`src/rtl/wb_queue.sv`:
```
// Register write-back queue: circular FIFO with hazard lookup.
// Define WBQ_FORWARD_EN to forward the youngest matching queued value on q_data.
module wb_queue #(
  parameter int DEPTH = 4
) (
  input  logic                      clk,
  input  logic                      rst,
  input  logic                      in_valid,
  output logic                      in_ready,
  input  logic [4:0]                in_addr,
  input  logic [31:0]               in_data,
  input  logic                      drain_en,
  output logic                      write_reg,
  output logic [4:0]                w_addr,
  output logic [31:0]               w_data,
  input  logic [4:0]                q_addr,
  output logic                      q_pending,
  output logic [31:0]               q_data,
  output logic [$clog2(DEPTH):0]    count
);

  localparam int AW = $clog2(DEPTH);
  localparam int CW = AW + 1;
  localparam logic [CW-1:0] FULL = CW'(DEPTH);

  logic [4:0]    addr_mem [DEPTH];
  logic [31:0]   data_mem [DEPTH];
  logic [AW-1:0] head;
  logic [AW-1:0] tail;
  logic [CW-1:0] cnt;
  logic          empty;
  logic          push;
  logic          store;
  logic          pop;
  logic [AW-1:0] idx;

  assign empty     = (cnt == '0);
  assign in_ready  = rst && (cnt != FULL);
  assign push      = in_valid && in_ready;
  // Writes to x0 are acknowledged but never occupy a slot.
  assign store     = push && (in_addr != 5'd0);
  assign write_reg = rst && drain_en && !empty;
  assign pop       = write_reg;
  assign w_addr    = empty ? 5'd0 : addr_mem[head];
  assign w_data    = empty ? 32'd0 : data_mem[head];
  assign count     = cnt;

  always_ff @(posedge clk) begin
    if (!rst) begin
      head <= '0;
      tail <= '0;
      cnt  <= '0;
    end else begin
      if (store) tail <= tail + 1'b1;
      if (pop)   head <= head + 1'b1;
      unique case ({store, pop})
        2'b10:   cnt <= cnt + 1'b1;
        2'b01:   cnt <= cnt - 1'b1;
        default: cnt <= cnt;
      endcase
    end
  end

  always_ff @(posedge clk) begin
    if (store) begin
      addr_mem[tail] <= in_addr;
      data_mem[tail] <= in_data;
    end
  end

  // Scan oldest to youngest so the last match is the youngest.
  always_comb begin
    q_pending = 1'b0;
    q_data    = 32'd0;
    idx       = head;
    for (int i = 0; i < DEPTH; i++) begin
      idx = head + AW'(i);
      if ((CW'(i) < cnt) && (q_addr != 5'd0) &&
          (addr_mem[idx] == q_addr)) begin
        q_pending = 1'b1;
`ifdef WBQ_FORWARD_EN
        q_data    = data_mem[idx];
`else
        q_data    = 32'd0;
`endif
      end
    end
  end

endmodule
```
`config.mk`:
```
export PLATFORM = sky130hd
export DESIGN_NAME = wb_queue
export DESIGN_NICKNAME = d
export VERILOG_FILES = /design/src/rtl/wb_queue.sv
export SDC_FILE = /design/constraint.sdc
export NUM_CORES = 1
export LEC_CHECK = 0
export ABC_AREA = 1
export BUFFER_PORTS_ARGS = -buffer_cell sky130_fd_sc_hd__buf_2
export CORE_MARGIN = 2
export CORE_UTILIZATION = 50
export CTS_BUF_LIST = sky130_fd_sc_hd__clkbuf_4
export DETAILED_ROUTE_END_ITERATION = 6
export GPL_TIMING_DRIVEN = 0
export PLACE_DENSITY = 0.68
export SYNTH_ARGS = -nofsm -noshare
export SYNTH_HDL_FRONTEND = slang
export SYNTH_SLANG_ARGS = --single-unit
```
`constraint.sdc`:
```
create_clock -name clk -period 9.3 [get_ports clk]
set_input_delay 0.93 -clock clk [delete_from_list [all_inputs] [get_ports clk]]
set_output_delay 0.93 -clock clk [all_outputs]
set_load 0.1 [all_outputs]
```
Word level (Yosys, flattened, before mapping)
Memory sizes are Yosys's and may differ from the RTL's. A register that Yosys moved wholly into a read port is not among the register bits.
Index checks and enable logic that the tools add are counted.
- order comparisons: 4
- reductions and logical operators: 18
- $add $sub $neg: 6
- eq/ne operators: 7
- mux-type cells: 13
- operators by type and width (operator ; number):
    $mux 32 ; 1
    $eq 5x5->1 ; 4
    $logic_and 1x1->1 ; 13
    $reduce_bool 5->1 ; 2
    $mux 2 ; 4
    $lt 1x3->1 const A ; 2
    $lt 2x3->1 const A ; 2
    $mux 1 ; 6
    $pmux 3 s2 ; 1
    $mux 5 ; 1
    $add 2x1->2 const B ; 2
    $add 2x2->2 const B ; 2
    $add 3x1->3 const B ; 1
    $logic_not 3->1 ; 1
    $ne 3x3->1 const B ; 1
    $sub 3x1->3 const B ; 1
    $eq 2x1->1 const B ; 1
    $eq 2x2->1 const B ; 1
    $reduce_bool 2->1 ; 1
    $logic_not 1->1 ; 1
- memories: 2
- bits in registers: 7
- memory bits (writable): 148
- output and inout port bits: 75
- logic and storage cells: 53
- memory list (memory ; words ; width ; read ports ; clocked after Yosys merged registers in ; wr ports ; RTL line ; text):
    data_mem ; 4 ; 32 ; 1 ; 1 ; 1 ; 27 ; logic [31:0] data_mem [DEPTH];
    addr_mem ; 4 ; 5 ; 4 ; 1 ; 1 ; 26 ; logic [4:0] addr_mem [DEPTH];

Longest topological paths before layout
Gate-level depths: netlist (run 1).
- depth after elaboration: 7
- gate-level depth with buffers: 14
- mapped depth without buffers: 12

Worst setup path after synthesis (run 1)
OpenSTA, ideal clock, no wires.
- path kind: flip-flop to flip-flop
- from: reg cnt[0] (netlist: count[0])
- to: mem addr_mem[0][0], enable pin
- arrival: 5.023 ns
- library setup time: 0.431 ns
- buffers on the path: 0
- path slack: 3.846 ns
- period minus slack after synthesis: 5.454 ns
- data required time: 8.869 ns
- stages on the path, launching flop included: 6
- cells stage by stage: dfxtp_1 inv_1 ha_1 a21oi_1 nand3_2 nor2_1
- longest elaborated chain between the ends: 6
- RTL lines (element ; RTL line ; text):
    start, declared ; 30 ; logic [CW-1:0] cnt;
    start signal, assigned ; 57 ; 2'b10: cnt <= cnt + 1'b1;
    start signal, assigned ; 58 ; 2'b01: cnt <= cnt - 1'b1;
    start signal, assigned ; 59 ; default: cnt <= cnt;
    $ne 3x3->1 ; 38 ; assign in_ready = rst && (cnt != FULL);
    $logic_and 1x1->1 ; 38 ;
    net in_ready ; 9 ; output logic in_ready,
    $logic_and 1x1->1 ; 39 ; assign push = in_valid && in_ready;
    $logic_and 1x1->1 ; 41 ; assign store = push && (in_addr != 5'd0);
    $mux 1 ; 65 ; if (store) begin
    $mux 1 (not written as such) ; 66 ; addr_mem[tail] <= in_addr;
    end, declared ; 26 ;
The timed path passes the listed nets, and every way through them passes these cells.

Worst setup path in the final report (run 1)
- from: reg cnt[1] (netlist: count[1])
- to: out w_data[26]
- longest elaborated chain between the ends: 2
- RTL lines (element ; RTL line ; text):
    $logic_not 3->1 ; 37 ; assign empty = (cnt == '0);
    $mux 32 ; 45 ; assign w_data = empty ? 32'd0 : data_mem[head];
    end, declared ; 15 ; output logic [31:0] w_data,
Every way passes these cells.

==> results of run 1 <==
[per-stage QoR]
step / util (%) / hold WS (ns) / setup slack (ns) / cells / instance area, µm²
finish: 59.4 / 0.551 / 5.23 / 1095 / 8640
global route: 59.4 / 0.546 / 5.09 / 1095 / 8640
CTS: 59.4 / 0.541 / 5.22 / 1095 / 8640
detailed placement: 57.2 / 0.525 / 5.86 / 1063 / 8310
global placement: 56.4 / 0.526 / 4.24 / 1059 / 8190
floorplan: - / 0.490 / 3.85 / 788 / 7530
[sequential cells by signal, summed over array words and instances (netlist names), named ones only]
signal	cells
addr_mem	20
count	3
data_mem	128
head	2
tail	2
[routing by layer]
layer / vias up / global-route usage [%] / share of wire, %
li1: 2757 / - / -
met1: 2515 / 25.1 / 41
met2: 208 / 36.2 / 50
met3: 45 / 5.65 / 6.3
met4: 4 / 9.44 / 3.1
met5: - / 0 / 0.13
[worst reg2reg max path, cell delays in order (launching register included)]
cell and delay, ns:
sky130_fd_sc_hd__dfxtp_1 0.47, sky130_fd_sc_hd__inv_1 0.12, sky130_fd_sc_hd__ha_1 0.23, sky130_fd_sc_hd__a21oi_1 0.25
sky130_fd_sc_hd__nand3_2 0.31, sky130_fd_sc_hd__nor2_4 0.64, sky130_fd_sc_hd__buf_16 0.26
[final cells by class]
| class | instances | area, µm² |
|---|---|---|
| buffer | 67 | 470 |
| timing repair buffer | 91 | 523 |
| inverter | 29 | 116 |
| sequential | 157 | 4620 |
| multi-input combinational | 535 | 2350 |
| tap | 184 | 230 |
| clock buffer | 17 | 128 |
| clock inverter | 15 | 198 |
| fill | 1248 | 5900 |
[report_power, final]
| part | leakage, nW | switching, W | internal (W) |
|---|---|---|---|
| clock network | 0.159 | 0.000231 | 0.000212 |
| logic | 2.06 | 0.000646 | 0.000156 |
| registers | 1.42 | 0.00000968 | 0.000795 |
[synthesized netlist by cell type]
cell	instances
sky130_fd_sc_hd__inv_1	25
sky130_fd_sc_hd__ha_1	9
sky130_fd_sc_hd__nand2_2	7
sky130_fd_sc_hd__a21oi_1	42
sky130_fd_sc_hd__edfxtp_1	148
sky130_fd_sc_hd__o21ai_1	4
sky130_fd_sc_hd__nand3_2	1
sky130_fd_sc_hd__inv_4	1
sky130_fd_sc_hd__inv_2	2
sky130_fd_sc_hd__nand2_1	177
sky130_fd_sc_hd__buf_2	1
sky130_fd_sc_hd__xor2_1	2
sky130_fd_sc_hd__o31ai_1	1
sky130_fd_sc_hd__nand4_1	1
sky130_fd_sc_hd__buf_6	8
sky130_fd_sc_hd__nor3_1	1
sky130_fd_sc_hd__nand3_1	30
sky130_fd_sc_hd__clkbuf_1	10
sky130_fd_sc_hd__conb_1	1
sky130_fd_sc_hd__buf_4	42
sky130_fd_sc_hd__buf_1	6
sky130_fd_sc_hd__dfxtp_1	9
sky130_fd_sc_hd__o21a_1	1
sky130_fd_sc_hd__inv_6	1
sky130_fd_sc_hd__o21ai_0	72
sky130_fd_sc_hd__nor2_1	155
[cell families (layout without fill, tap and decap cells)]
| logic type | after synthesis | after routing | synth area share [%] |
|---|---|---|---|
| XOR/XNOR | 2 | 2 | 0.236 |
| adder cells (fa/ha/maj) | 9 | 9 | 1.52 |
| buffers and inverters | 96 | 219 | 7.92 |
| AND/OR/NAND/NOR | 372 | 372 | 19.7 |
| AO/OA/AOI/OAI | 120 | 120 | 8.17 |
| other | 1 | 32 | 0.0506 |
| flip-flops | 157 | 157 | 62.4 |
[path summary, 6_finish.rpt]
| check | to | depth (start not counted) | startpoint |
|---|---|---|---|
| setup / recovery | w_data[26] | 7 | count[1] |
| hold / removal | tail[1] | 2 | tail[1] |
| setup reg to reg | data_mem[1][13] | 6 | count[0] |
| hold reg to reg | tail[1] | 2 | tail[1] |
==> out/summary.txt, run 1 <==
STATUS
------------------------------------------------------------------------------
Result of the run                                                 complete, no violations

WORST SETUP PATH
------------------------------------------------------------------------------
Required arrival time at the worst endpoint                            8.37 ns
Delay of the slowest cell on the worst path                            0.76 ns
Gate family responsible for the most delay along the worst path   buffers and inverters
Critical setup path kind                                          flip-flop to primary output
Arrival time reported for the critical path endpoint                   3.14 ns
Startpoint type of the worst setup path                              flip-flop
Critical-path maximum fanout                                                10
Crit path max-delay cell type                                     sky130_fd_sc_hd__nor2_1
Register-to-Register Setup Slack                                       6.72 ns
Category of the worst setup path capture point                    primary output
Most frequent CP cell                                             sky130_fd_sc_hd__inv_1
Buffers & Inverters on Critical Path                                         4
Ordered cell list for the critical path                           inv_1 -> ha_1 -> inv_1 -> nor2_1 -> clkbuf_1 -> a21oi_1 -> buf_2

GLOBAL ROUTE
------------------------------------------------------------------------------
Via count of the first global-routing pass                               5,163
Antenna violations before repair                                             2
Total grt overflow                                                           0
Pin count of the biggest net entering global routing                        30
Wire length of the first global-routing pass                         25,700 µm
Overall track demand over capacity in global routing                     21.1%

FLOORPLAN
------------------------------------------------------------------------------
Effective utilization at floorplan                                       51.0%
Width of the die                                                        126 µm
Count of standard-cell rows                                                 44
Core region area                                                    14,500 µm²
Floorplan die height                                                    126 µm
Die area                                                            15,800 µm²
Top Ports                                                                  121

RUN
------------------------------------------------------------------------------
Count of maximum capacitance violations                                      0

TIMING
------------------------------------------------------------------------------
Unrepaired setup endpoints after global routing                             no
Worst slew margin relative to its limit                                  31.7%
Worst-case clock skew                                                0.0201 ns
Final count of pins violating max slew                                       0
Tmin final                                                             4.07 ns
Setup total negative slack                                                0 ns
Max Clock Freq                                                         245 MHz
Number of failing hold endpoints at the final stage                          0
Tcrit/Tclk final                                                         43.8%
Transition time of the tightest slew-check pin                         1.02 ns
Total setup violations reported at the end of the flow                       0

YOSYS
------------------------------------------------------------------------------
Post-synthesis instance area                                          7410 µm²
#FFs+latches synth                                                         157
Dominant cell type by area after synthesis                        sky130_fd_sc_hd__edfxtp_1
Number of distinct library cells after synthesis                            26
Post-Synthesis Cells                                                       757
Average footprint of a synthesized cell                               9.79 µm²
Top cell type's share of synthesized area                                60.0%
Yosys Warn Count                                                             0
Sequential fraction of the synthesis area                                62.4%
Top area cells in the synthesized netlist                         sky130_fd_sc_hd__edfxtp_1 60%, sky130_fd_sc_hd__nand2_1 9.0%, sky130_fd_sc_hd__nor2_1 7.8%

HOLD PATH
------------------------------------------------------------------------------
Min-delay worst type                                              flip-flop to flip-flop

CLOCK NETWORK
------------------------------------------------------------------------------
CTS-repair resized insts                                                     0
Clock network latency to the later pin of the worst-skew pair          0.55 ns
Maximum count of clock buffers along a single path                           2
Hold buffer count at cts                                                     0
Number of clock buffers inserted by TritonCTS                               17
CTS Root Cell                                                     sky130_fd_sc_hd__clkbuf_4
Deepest level of the CTS H-tree                                              4
TritonCTS sink count                                                       157
Clock tree from TritonCTS                                                  yes
Setup Fix Bufs, Post-CTS                                                     0
Clock-pin transition on the worst setup and hold timing paths          0.13 ns

PLACE
------------------------------------------------------------------------------
Half-perimeter wire length after detailed placement                  11,100 µm
Last weighted congestion value of the routability-driven placer          0.840
PortBufs                                                                    87

DRT
------------------------------------------------------------------------------
Detail-routed via count per cell                                          5.05
Initial drt markers                                                        488
Mean routed wirelength per cell                                        15.0 µm
Via total after detailed routing                                         5,529
DRT antenna net count                                                        0
Iteration count of the initial detailed-routing pass                         5
Routed WL                                                            16,400 µm
Final routed DRC violation total                                             0

POWER
------------------------------------------------------------------------------
Static leakage                                                         3.64 nW
Total power consumption of the routed design                         0.00205 W
Power per unit of standard cell area                                237 nW/µm²
Max VDD drop                                                          0.179 mV

CELLS AND AREA
------------------------------------------------------------------------------
Antenna diode count                                                          0
Layout area overhead                                                     16.5%
Net count reported at finish                                               953
Most used cells in the layout excluding fill and tap cells        177 x sky130_fd_sc_hd__nand2_1, 151 x sky130_fd_sc_hd__nor2_1, 148 x sky130_fd_sc_hd__edfxtp_1, 88 x sky130_fd_sc_hd__buf_2, 72 x sky130_fd_sc_hd__o21ai_0
Leading cell type in the layout, fill and taps excluded           sky130_fd_sc_hd__nand2_1
Layout cells sized above 1                                               20.6%

Note: power is estimated with default switching activity, not from simulation.
==> run 2: changes to the inputs <==
--- a/config.mk
+++ b/config.mk
@@ -12,7 +12,7 @@
 export CTS_BUF_LIST = sky130_fd_sc_hd__clkbuf_4
 export DETAILED_ROUTE_END_ITERATION = 6
 export GPL_TIMING_DRIVEN = 0
-export PLACE_DENSITY = 0.68
+export PLACE_DENSITY = 0.71
 export SYNTH_ARGS = -nofsm -noshare
 export SYNTH_HDL_FRONTEND = slang
 export SYNTH_SLANG_ARGS = --single-unit
==> constraint.sdc (replaced) <==
create_clock -name clk -period 3.4 [get_ports clk]
set_input_delay 0.34 -clock clk [delete_from_list [all_inputs] [get_ports clk]]
set_output_delay 0.34 -clock clk [all_outputs]
set_load 0.1 [all_outputs]
==> run 2 against run 1 <==
Cell count increased by 3.0%. Worst setup slack got worse by 5.0 ns. Cell area increased by 3.0%. Clock power increased by 140%. Die area unchanged. Critical path type unchanged. Critical endpoint unchanged.
==> out/summary.txt, run 2 (same netlist as run 1, synthesis figures left out) <==
STATUS
----------------------------------------------------------------------------------
Result of the run                                                     complete, no violations

FLOORPLAN
----------------------------------------------------------------------------------
Top Ports                                                                      121
Floorplan die height                                                        126 µm
Width of the die                                                            126 µm
Core region area                                                        14,500 µm²
Die area                                                                15,800 µm²
Effective utilization at floorplan                                           51.0%
Count of standard-cell rows                                                     44

CLOCK NETWORK
----------------------------------------------------------------------------------
Number of clock buffers inserted by TritonCTS                                   17
CTS Root Cell                                                         sky130_fd_sc_hd__clkbuf_4
Clock-pin transition on the worst setup and hold timing paths              0.13 ns
Clock network latency to the later pin of the worst-skew pair              0.54 ns
Maximum count of clock buffers along a single path                               2
TritonCTS sink count                                                           157
Deepest level of the CTS H-tree                                                  4
Clock tree from TritonCTS                                                      yes

GLOBAL ROUTE
----------------------------------------------------------------------------------
Total grt overflow                                                               0
Via count of the first global-routing pass                                   5,358
Overall track demand over capacity in global routing                         22.0%
Wire length of the first global-routing pass                             27,100 µm
Antenna violations before repair                                                 0
Pin count of the biggest net entering global routing                            38

POWER
----------------------------------------------------------------------------------
Switching power                                                          0.00244 W
Max VDD drop                                                              0.430 mV
Share of total power in combinational logic                                  40.4%
Total power consumption of the routed design                             0.00551 W
Sequential group share of total power                                        40.0%
Part of the total power dissipated in the clock network                      19.5%
Static leakage                                                             3.76 nW
Power per unit of standard cell area                                    620 nW/µm²
Cell Int Power                                                           0.00307 W
Switching part of the total power                                            44.2%

DRT
----------------------------------------------------------------------------------
Via total after detailed routing                                             5,646
Mean routed wirelength per cell                                            15.0 µm
Initial drt markers                                                            386
DRT antenna net count                                                            0
Iteration count of the initial detailed-routing pass                             5
Final routed DRC violation total                                                 0
Detail-routed via count per cell                                              5.01
Routed WL                                                                17,000 µm

TIMING
----------------------------------------------------------------------------------
Number of failing hold endpoints at the final stage                              0
Worst-case clock skew                                                    0.0178 ns
Tmin final                                                                 3.18 ns
Total setup violations reported at the end of the flow                           0
Transition time of the tightest slew-check pin                             1.25 ns
Max Clock Freq                                                             315 MHz
Setup total negative slack                                                    0 ns
Tcrit/Tclk final                                                             93.5%
Unrepaired setup endpoints after global routing                                 no
Final count of pins violating max slew                                           0
Worst slew margin relative to its limit                                      16.7%

CELLS AND AREA
----------------------------------------------------------------------------------
Largest reg by FF count                                                   data_mem
Leading cell type in the layout, fill and taps excluded               sky130_fd_sc_hd__nand2_1
Flip-flop count of the largest register, all copies and words added            128
Layout area overhead                                                         20.0%
Antenna diode count                                                              0
Number of inserted filler cells in the final layout                          1,200
Most used cells in the layout excluding fill and tap cells            177 x sky130_fd_sc_hd__nand2_1, 149 x sky130_fd_sc_hd__nor2_1, 148 x sky130_fd_sc_hd__edfxtp_1, 88 x sky130_fd_sc_hd__buf_2, 72 x sky130_fd_sc_hd__o21ai_0
Net count reported at finish                                                   986
Total area of sequential cells                                            4630 µm²
Area of combinational cells with multiple inputs                          2360 µm²
Layout cells sized above 1                                                   20.1%

HOLD PATH
----------------------------------------------------------------------------------
Min-delay src                                                                  rst
Min-delay worst type                                                  primary input to flip-flop
Worst Hold Path EP                                                         tail[1]
Worst Hold Path Cells                                                            3

WORST SETUP PATH
----------------------------------------------------------------------------------
Worst flop-to-flop path startpoint                                        count[0]
Category of the worst setup path capture point                        primary output
Cell depth of the worst flop-to-flop path                                        5
Arrival time reported for the critical path endpoint                       2.84 ns
Critical-path maximum fanout                                                    10
Required arrival time at the worst endpoint                                3.06 ns
Startpoint type of the worst setup path                                  flip-flop
Critical setup path kind                                              flip-flop to primary output
Worst flop-to-flop path endpoint                                      data_mem[1][11]
Register-to-Register Setup Slack                                           0.76 ns

PLACE
----------------------------------------------------------------------------------
Half-perimeter wire length after detailed placement                      10,700 µm
Last weighted congestion value of the routability-driven placer              0.869
PortBufs                                                                        87

RUN
----------------------------------------------------------------------------------
Count of maximum capacitance violations                                          0

run 2: changes by cell type in the layout (fill, tap and decap cells not counted), moves of 3 or more:
cell                            delta
sky130_fd_sc_hd__clkinv_2          +3
sky130_fd_sc_hd__buf_12            -3
sky130_fd_sc_hd__clkinvlp_4        -3
sky130_fd_sc_hd__dlygate4sd3_1    +37
run 2: through the flow:
step | util (%) | hold slack (ns) | worst slack [ns] | std cells | instance area (µm²)
2_1_floorplan | - | 0.439 | -0.0748 | 788 | 7570
3_3_place_gp | 56.7 | 0.518 | 0.636 | 1059 | 8240
3_5_place_dp | 56.7 | 0.537 | 0.582 | 1059 | 8240
4_1_cts | 61.1 | 0.00106 | 0.167 | 1127 | 8880
5_1_grt | 61.2 | 0.0499 | 0.0211 | 1128 | 8890
6_report | 61.2 | 0.0715 | 0.222 | 1128 | 8890
run 2: final cells by class:
class                           count  share of cell area (%)
Buffer                             67                    5.29
Timing Repair Buffer              124                    9.06
Clock inverter                     14                    1.62
Multi-Input combinational cell    535                    26.6
Tap cell                          184                    2.59
Inverter                           29                    1.31
Clock buffer                       18                    1.52
Sequential cell                   157                    52.0
run 2: timing repair:
item	4_1_cts	5_1_grt
hold buffers	36	1
resized for setup	1	0
hold endpoints to repair	144	4
buffers inserted	0	0
endpoints found under the setup margin	18	0
run 2: how the worst max path moves through the flow:
stage,startpoint,to,cells past startpoint
after CTS,count[1],w_data[26],7
final,count[1],w_data[26],7
after global routing,count[1],w_data[26],7
after detailed placement,count[1],w_data[26],7
after global placement,count[1],w_data[26],7
after floorplan,count[2],w_data[26],3
run 2: layer usage:
| metal | vias to the layer above | part of all wire (%) | track usage, % |
|---|---|---|---|
| met5 | - | 0 | 0 |
| met4 | 0 | 1.5 | 8.27 |
| met3 | 22 | 6.2 | 4.59 |
| met2 | 205 | 51 | 37.9 |
| met1 | 2594 | 42 | 27.7 |
| li1 | 2825 | - | - |
run 2: power groups by stage:
stage | sequential, W | clock (W) | combinational [W]
6_report | 0.00221 | 0.00108 | 0.00223
5_1_grt | 0.00221 | 0.00117 | 0.00237
4_1_cts | 0.00221 | 0.00109 | 0.00222
3_5_place_dp | 0.00225 | 0 | 0.00218
3_3_place_gp | 0.00225 | 0 | 0.00217
2_1_floorplan | 0.00228 | 0 | 0.00175
run 2: worst max-delay path: stages (launching register included):
cell	delay (ns)
sky130_fd_sc_hd__dfxtp_2	0.37
sky130_fd_sc_hd__inv_1	0.13
sky130_fd_sc_hd__ha_1	0.24
sky130_fd_sc_hd__inv_1	0.08
sky130_fd_sc_hd__nor2_2	0.47
sky130_fd_sc_hd__clkbuf_1	0.54
sky130_fd_sc_hd__a21oi_1	0.13
sky130_fd_sc_hd__buf_2	0.33
==> run 3: changes to the inputs <==
--- a/config.mk
+++ b/config.mk
@@ -7,12 +7,13 @@
 export LEC_CHECK = 0
 export ABC_AREA = 1
 export BUFFER_PORTS_ARGS = -buffer_cell sky130_fd_sc_hd__buf_2
+export CAP_MARGIN = 20
 export CORE_MARGIN = 2
 export CORE_UTILIZATION = 50
 export CTS_BUF_LIST = sky130_fd_sc_hd__clkbuf_4
 export DETAILED_ROUTE_END_ITERATION = 6
 export GPL_TIMING_DRIVEN = 0
-export PLACE_DENSITY = 0.71
+export PLACE_DENSITY = 0.68
 export SYNTH_ARGS = -nofsm -noshare
 export SYNTH_HDL_FRONTEND = slang
 export SYNTH_SLANG_ARGS = --single-unit
==> constraint.sdc (replaced) <==
create_clock -name clk -period 3.3 [get_ports clk]
set_input_delay 0.33 -clock clk [delete_from_list [all_inputs] [get_ports clk]]
set_output_delay 0.33 -clock clk [all_outputs]
set_load 0.1 [all_outputs]
==> run 3 against run 2 <==
Global-route usage shrank 0.53 points. Combinational power grew 4%. Register-to-register slack improved by 0.25 ns. Worst hold slack lost 0.028 ns. Routed wire length down 0.60%. Sequential cell count stayed put. Sequential power grew 3%. Sequential share of layout area is 0.33 points lower.
==> out/summary.txt, run 3 (same netlist as run 1, synthesis figures left out) <==
STATUS
----------------------------------------------------------------------------------
Result of the run                                                     complete, no violations

CELLS AND AREA
----------------------------------------------------------------------------------
Most used cells in the layout excluding fill and tap cells            177 x sky130_fd_sc_hd__nand2_1, 149 x sky130_fd_sc_hd__nor2_1, 148 x sky130_fd_sc_hd__edfxtp_1, 88 x sky130_fd_sc_hd__buf_2, 72 x sky130_fd_sc_hd__o21ai_0
Net count reported at finish                                                   989
Largest reg by FF count                                                   data_mem
Antenna diode count                                                              0
Post-layout utilization of the core                                          61.6%
Layout area overhead                                                         20.7%
Flip-flop count of the largest register, all copies and words added            128
Leading cell type in the layout, fill and taps excluded               sky130_fd_sc_hd__nand2_1
Layout cells sized above 1                                                   20.5%
Final standard cell count with taps included and fillers excluded            1,131

HOLD PATH
----------------------------------------------------------------------------------
Worst Hold Path Cells                                                            3
Min-delay worst type                                                  primary input to flip-flop

FLOORPLAN
----------------------------------------------------------------------------------
Core region area                                                        14,500 µm²
Die area                                                                15,800 µm²
Count of standard-cell rows                                                     44
Width of the die                                                            126 µm
Top Ports                                                                      121
Effective utilization at floorplan                                           51.0%
Floorplan die height                                                        126 µm

DRT
----------------------------------------------------------------------------------
Initial drt markers                                                            390
Top Metal Used                                                                met4
Met2 wire len                                                              8300 µm
Final routed DRC violation total                                                 0
Via total after detailed routing                                             5,621
Met3 wire length                                                            991 µm
Total routed wire length on the met1 layer                                 7250 µm
DRT antenna net count                                                            0
Iteration count of the initial detailed-routing pass                             5
Mean routed wirelength per cell                                            14.9 µm
Routed WL                                                                16,800 µm
Detail-routed via count per cell                                              4.97

WORST SETUP PATH
----------------------------------------------------------------------------------
Startpoint type of the worst setup path                                  flip-flop
Category of the worst setup path capture point                        primary output
Arrival time reported for the critical path endpoint                       2.65 ns
Critical setup path kind                                              flip-flop to primary output
Required arrival time at the worst endpoint                                2.97 ns
Cell depth of the worst flop-to-flop path                                        6
Critical-path maximum fanout                                                    10

CLOCK NETWORK
----------------------------------------------------------------------------------
Clock tree from TritonCTS                                                      yes
Deepest level of the CTS H-tree                                                  4
CTS Root Cell                                                         sky130_fd_sc_hd__clkbuf_4
Maximum count of clock buffers along a single path                               2
Clock network latency to the later pin of the worst-skew pair              0.55 ns
Number of clock buffers inserted by TritonCTS                                   17
Clock-pin transition on the worst setup and hold timing paths              0.13 ns
TritonCTS sink count                                                           157

POWER
----------------------------------------------------------------------------------
Share of total power in combinational logic                                  40.8%
Part of the total power dissipated in the clock network                      19.0%
Cell Int Power                                                           0.00316 W
Sequential group share of total power                                        40.2%
Switching part of the total power                                            44.1%
Power per unit of standard cell area                                    632 nW/µm²
Static leakage                                                             3.78 nW
Max VDD drop                                                              0.502 mV
Switching power                                                          0.00249 W

TIMING
----------------------------------------------------------------------------------
Max Clock Freq                                                             336 MHz
Worst-case clock skew                                                    0.0239 ns
Worst slew margin relative to its limit                                      57.9%
Tmin final                                                                 2.98 ns
Number of failing hold endpoints at the final stage                              0
PnR worst setup slack                                                     0.325 ns
Transition time of the tightest slew-check pin                            0.625 ns
Final count of pins violating max slew                                           0
Tcrit/Tclk final                                                             90.2%
Unrepaired setup endpoints after global routing                                 no
Total setup violations reported at the end of the flow                           0

GLOBAL ROUTE
----------------------------------------------------------------------------------
Pin count of the biggest net entering global routing                            29
Via count of the first global-routing pass                                   5,233
Overall track demand over capacity in global routing                         21.5%
Antenna violations before repair                                                 0
Wire length of the first global-routing pass                             26,300 µm
Total grt overflow                                                               0

PLACE
----------------------------------------------------------------------------------
Last weighted congestion value of the routability-driven placer              0.855
Half-perimeter wire length after detailed placement                      11,300 µm
Inst Count DP                                                                1,063
Setup Slack @ Placement                                                   0.468 ns
PortBufs                                                                        87

RUN
----------------------------------------------------------------------------------
Count of maximum capacitance violations                                          0

## run 3: per-stage QoR
step           setup TNS, ns  area, µm²  power (W)  hold WS [ns]
2_1_floorplan          -4.05       7570    0.00415         0.429
3_3_place_gp               0       8240    0.00456         0.524
3_5_place_dp               0       8320    0.00458         0.536
4_1_cts                    0       8940    0.00565        0.0104
5_1_grt                    0       8950    0.00589        0.0102
6_report                   0       8950    0.00565        0.0432
## run 3: area by class of cell
cell class / count / area [µm²]
Buffer: 67 / 474
Tap cell: 184 / 230
Clock buffer: 18 / 135
Sequential cell: 157 / 4630
Fill cell: 1217 / 5590
Clock inverter: 14 / 126
Timing Repair Buffer: 127 / 876
Inverter: 29 / 116
Multi-Input combinational cell: 535 / 2360
## run 3: power by group through the flow
stage          Sequential, W  Combinational (W)  Clock [W]
6_report             0.00227            0.00231    0.00107
4_1_cts              0.00227            0.00230    0.00108
5_1_grt              0.00228            0.00244    0.00117
3_3_place_gp         0.00232            0.00224          0
2_1_floorplan        0.00235            0.00180          0
3_5_place_dp         0.00232            0.00226          0
## run 3: path summary, 6_finish.rpt
| check | slack, ns | from | to |
|---|---|---|---|
| max reg2reg | 1.01 | count[0] | data_mem[0][15] |
| min | 0.04 | rst | count[2] |
| max | 0.32 | count[1] | w_data[20] |
| min reg2reg | 0.56 | tail[1] | tail[1] |
## run 3: worst max-delay path: stages (launching register included)
cell and delay [ns]:
sky130_fd_sc_hd__dfxtp_2 0.36, sky130_fd_sc_hd__inv_1 0.13, sky130_fd_sc_hd__ha_1 0.24, sky130_fd_sc_hd__inv_1 0.08
sky130_fd_sc_hd__nor2_2 0.44, sky130_fd_sc_hd__clkbuf_2 0.38, sky130_fd_sc_hd__a21oi_1 0.13, sky130_fd_sc_hd__buf_2 0.32
## run 3: routing by layer
metal	GRT usage, %	vias up
li1	-	2829
met1	27.4	2554
met2	36.2	213
met3	4.80	25
met4	8.08	0
met5	0	-
## run 3: what timing repair did
| action | 4_1_cts | 5_1_grt |
|---|---|---|
| endpoints found under the setup margin | 30 | 21 |
| endpoints found under the hold margin | 144 | 0 |
| hold buffers | 36 | 0 |
| setup buffers | 0 | 0 |
| cloned | 0 | 0 |
| pin swaps | 0 | 0 |
| resized for setup | 1 | 6 |
